### src/rtl/ifu_fetch.sv
// Instruction fetch front end.
// Issues word reads to a synchronous instruction SRAM and buffers the
// returned words with their PCs in a small FIFO. The FIFO head is presented
// to decode through a valid/stall handshake. A branch redirect flushes the
// FIFO and squashes the read that is still in flight.
module ifu_fetch #(
  parameter int              PC_W   = 16,
  parameter logic [PC_W-1:0] RST_PC = '0,
  parameter int              DEPTH  = 2
) (
  input  logic            clk,
  input  logic            rstn,
  output logic [PC_W-1:0] ins_a,
  output logic            ins_e,
  input  logic [31:0]     ins,
  input  logic            stall,
  input  logic            branch,
  input  logic [PC_W-1:0] branch_pc,
  output logic            ifu_vld,
  output logic [PC_W-1:0] ifu_pc,
  output logic [31:0]     ifu_ins
);

  localparam int CW = $clog2(DEPTH + 1);
  localparam int IW = $clog2(DEPTH);
  localparam logic [PC_W-1:0] WORD_MASK = ~PC_W'(3);

  logic [PC_W-1:0] pc;
  logic [PC_W-1:0] inflight_pc;
  logic            inflight;
  logic [CW-1:0]   count;
  logic [PC_W-1:0] fifo_pc  [DEPTH];
  logic [31:0]     fifo_ins [DEPTH];

  logic            push;
  logic            pop;
  logic [CW:0]     occupancy;
  logic [IW-1:0]   wr_slot;

  // Entry 0 is always the head, so the decode outputs come straight from registers.
  assign ins_a   = pc & WORD_MASK;
  assign ifu_vld = (count != '0);
  assign ifu_pc  = fifo_pc[0];
  assign ifu_ins = fifo_ins[0];

  // Handshake decode: a read is only issued if its result is guaranteed a FIFO slot.
  always_comb begin
    pop       = ifu_vld & ~stall & ~branch;
    push      = inflight & ~branch;
    occupancy = {1'b0, count} + {{CW{1'b0}}, inflight} - {{CW{1'b0}}, pop};
    ins_e     = rstn & ~branch & (occupancy < (CW + 1)'(DEPTH));
    wr_slot   = IW'(count - {{(CW - 1){1'b0}}, pop});
  end

  // Fetch PC, in-flight tracking and occupancy; a branch overrides everything else.
  always_ff @(posedge clk or negedge rstn) begin
    if (!rstn) begin
      pc          <= RST_PC;
      inflight    <= 1'b0;
      inflight_pc <= '0;
      count       <= '0;
    end else if (branch) begin
      pc       <= branch_pc & WORD_MASK;
      inflight <= 1'b0;
      count    <= '0;
    end else begin
      if (ins_e) begin
        pc          <= pc + PC_W'(4);
        inflight    <= 1'b1;
        inflight_pc <= pc;
      end else begin
        inflight <= 1'b0;
      end
      if (push && !pop) begin
        count <= count + CW'(1);
      end else if (pop && !push) begin
        count <= count - CW'(1);
      end
    end
  end

  // Shift-style FIFO storage; the head keeps its last value once the FIFO drains.
  always_ff @(posedge clk or negedge rstn) begin
    if (!rstn) begin
      for (int i = 0; i < DEPTH; i++) begin
        fifo_pc[i]  <= '0;
        fifo_ins[i] <= '0;
      end
    end else if (!branch) begin
      if (pop && (count > CW'(1))) begin
        for (int i = 0; i < DEPTH - 1; i++) begin
          fifo_pc[i]  <= fifo_pc[i+1];
          fifo_ins[i] <= fifo_ins[i+1];
        end
      end
      if (push) begin
        fifo_pc[wr_slot]  <= inflight_pc;
        fifo_ins[wr_slot] <= ins;
      end
    end
  end

  // The issue rule must make a push into a full FIFO impossible.
  overflow_chk : assert property (@(posedge clk) disable iff (!rstn)
    !(push && (count == CW'(DEPTH))));

endmodule

### config.mk
export PLATFORM = sky130hd
export DESIGN_NAME = ifu_fetch
export DESIGN_NICKNAME = d
export VERILOG_FILES = /design/src/rtl/ifu_fetch.sv
export SDC_FILE = /design/constraint.sdc
export NUM_CORES = 1
export LEC_CHECK = 0
export CAP_MARGIN = 25
export CELL_PAD_IN_SITES_DETAIL_PLACEMENT = 0
export CELL_PAD_IN_SITES_GLOBAL_PLACEMENT = 2
export CORE_MARGIN = 2
export CORE_UTILIZATION = 30
export CTS_BUF_LIST = sky130_fd_sc_hd__clkbuf_8
export DETAILED_ROUTE_END_ITERATION = 8
export MAX_ROUTING_LAYER = met4
export PLACE_DENSITY_LB_ADDON = 0.1
export SYNTH_ARGS = -nofsm -noshare
export SYNTH_HDL_FRONTEND = slang
export SYNTH_SLANG_ARGS = --single-unit
### constraint.sdc
create_clock -name clk -period 4.4 [get_ports clk]
set_input_delay 0.88 -clock clk [delete_from_list [all_inputs] [get_ports clk]]
set_output_delay 0.88 -clock clk [all_outputs]
set_load 0.02 [all_outputs]
==> flow_summary.ini <==
[timing]
fin_crit_ns = 3.929
drv_slew = 0
rsz0062_at_grt = false
setup_viol_count_final = 0
tns_ns = 0
clock_skew_ns = 0.01878
finalCritPeriodShare = 0.8930
hold_violations = 0
fmax_ghz = 0.2545
relSlewSlack = 0.4086
worstMarginPinSlew_ns = 0.8870

[final_layout]
finalInstanceArea_um2 = 7298
utilization = 0.3863
num_antenna_cells = 0
layout-drive-gt1-share = 0.1565
seq_area_um2 = 3129
nets = 652
area_growth_pct = 25.23
multi_input_area_um2 = 2191
n_fill_cell = 1880

[cts]
cts_tree = done
insertion_delay_ns = 0.44
cts-root-buf = clkbuf_8
clk_pin_slew_worst_paths_ns = 0.06
clock-sinks = 125
clk_path_buf_depth = 2
post_cts.repair.setup_buffers = 0
htreeDepth = 4
cts-buffers-inserted = 17

[synthesis]
synth-async-reset-ratio = 1.000
synth_area_um2 = 5828
synth_edf_count = 0
synth_cell_types = 40
synth_compound_area_frac = 0.07857
yosys.area_share.adder = 0.01202
synth_seq_cells = 125
ys.flop_type = dfrtp_1
synth_xor_area_frac = 0.007514
ys_seq_area_frac = 0.5367
synth_top_family_by_area = multiplexers
ys_warn_count = 0
synthMuxAreaShare = 0.1698
avgSynthCellArea_um2 = 11.14
synthesis.instances = 523
yosys.area_share.simple = 0.1024

[die]
die_h_um = 143.4
start_util = 0.3085
rows = 50
die_w_um = 143.4
core-area_um2 = 18890
io_pins = 118
die-area_um2 = 20560

[setup_path]
worstSetupPathType = in2out
endpoint_kind = primary output
r2r_start = count[1]
max_stage_delay_ns = 0.51
critPathLaunch = branch
worstPathRequired_ns = 3.52
crit_path_top_delay_cell = fa_1
crit_fanout = 2
crit_path_start_kind = input pin
crit_arrival_ns = 3.05
worstPathCellList = clkdlybuf4s50_1 > nor3_4 > ha_1 > nand2b_1 > fa_1 > and3b_1 > nand2_1 > inv_2 > dlymetal6s2s_1

[grt]
antenna_found_initial = 0
grt_pass1_vias = 4030
grt_pass1_wl_um = 21200
grt-ovfl-total = 0
grt_max_degree = 66
grt.total_usage = 0.1385

[routing]
met3_length_um = 606
highest_layer = met4
drt_iter0_markers = 135
viasPerCell = 4.513
drtAntennaViolNets = 0
drt-met1-wl_um = 6647
drc_errors = 0
dr.pass1.iters = 4
wirelength_um = 13310
routedWlPerCell_um = 15.35
wl_met2_um = 5894
vias = 3913

[flow_run]
maxCapViolCount = 0

[placed_design]
portBuffers = 113
dpl.hpwl_um = 8609
place_area_um2 = 6908
place_congestion = 0.7988

[power]
p_per_area_nw_per_um2 = 648.5
leakage_nw = 3.487
peakVddDrop_mv = 0.2264

[min_path]
hp-class = reg2reg
min_from = fifo_pc[6]

[run_status]
status = finished clean
power breakdown:
group	internal, mW	switching [mW]
Combinational	0.924	0.881
Sequential	1.65	0.306
Clock	0.533	0.440
Total	3.11	1.63
registers in the layout, indices dropped and copies added (netlist names):
name	cells
count	2
fifo_ins	32
fifo_pc	14
ifu_ins	32
ifu_pc	16
inflight	1
inflight_pc	14
pc	14
metal layers:
layer / up-vias / GRT usage
met5: - / -
met4: 0 / 0.04231
met3: 13 / 0.03599
met2: 106 / 0.2063
met1: 1885 / 0.1856
li1: 1909 / -
Yosys cell counts, types with 3 or more instances:
library cell  count  area share
dfrtp_1         125        0.54
nand2_1          59       0.038
buf_4            51       0.066
nor2_1           48       0.031
a21oi_1          47       0.040
mux2_2           47       0.091
mux2i_1          46       0.079
buf_2            13       0.011
o311ai_0         12       0.018
clkbuf_1          8      0.0052
inv_1             8      0.0052
nand3_1           8      0.0069
o211ai_1          6      0.0077
and3_1            4      0.0043
ha_1              4      0.0086
o21ai_0           3      0.0026
xnor2_1           3      0.0045
cells by family after synthesis:
group,after synthesis
muxes,93
DFF,125
AOI/OAI and AO/OA,75
adders and majority gates,5
and+or+nand+nor,135
buffers and inverters,84
xor gates and xnor gates,5
other,1
worst paths after layout:
| kind | end | cells after the start | slack [ns] |
|---|---|---|---|
| worst min register to register | fifo_pc[6] | 1 | 0.51 |
| worst min-delay path | fifo_pc[6] | 1 | 0.51 |
| worst max-delay path | ins_e | 9 | 0.47 |
| min in group asynchronous | inflight_pc[9] | 2 | 0.64 |
| max in group asynchronous | fifo_pc[6] | 3 | 2.36 |
| worst max register to register | pc[11] | 11 | 1.27 |
repair_timing:
action,in CTS,in global routing
endpoints found under the hold margin,0,0
endpoints found under the setup margin,0,1
hold buffers,0,0
gates resized for setup,0,3
cells in the final DEF (no fill, tap or decap), drive strengths merged, types with 3 or more instances in the layout:
cell | netlist | routed
inv | 9 | 14
and3 | 4 | 4
o21ai | 3 | 3
mux2i | 46 | 46
o211ai | 6 | 6
nand2 | 59 | 59
nor2 | 48 | 48
xnor2 | 3 | 3
nand3 | 8 | 8
buf | 67 | 15
clkdlybuf4s50 | 0 | 111
ha | 4 | 4
a21oi | 47 | 47
o311ai | 12 | 12
mux2 | 47 | 47
clkbuf | 8 | 20
dfrtp | 125 | 125
metrics by stage:
step / worst slack [ns] / hold slack [ns] / instances / total power, mW
floorplan: 0.6221 / 0.4629 / 524 / 3.271
global placement: 0.02910 / 0.4875 / 836 / 3.762
detailed placement: 0.02290 / 0.4930 / 836 / 3.810
CTS: 0.02344 / 0.5113 / 867 / 4.810
global route: 0.3212 / 0.5209 / 867 / 5.071
finish: 0.4707 / 0.5063 / 867 / 4.733
critical path, delay by kind of cell:
family,cells,cell delay [ns]
fa+ha+maj,2,0.77
simple gates,4,0.65
buf+inv,3,0.74
area by class of cell:
cell class | instances | share of cell area
inverters | 9 | 0.004629
clock inverters | 11 | 0.01423
clock buffers | 20 | 0.03772
well taps | 260 | 0.04457
repair buffers | 127 | 0.1699
multi-input cells | 315 | 0.3002
flip-flops and latches | 125 | 0.4288
(Power assumes the default switching activity.)
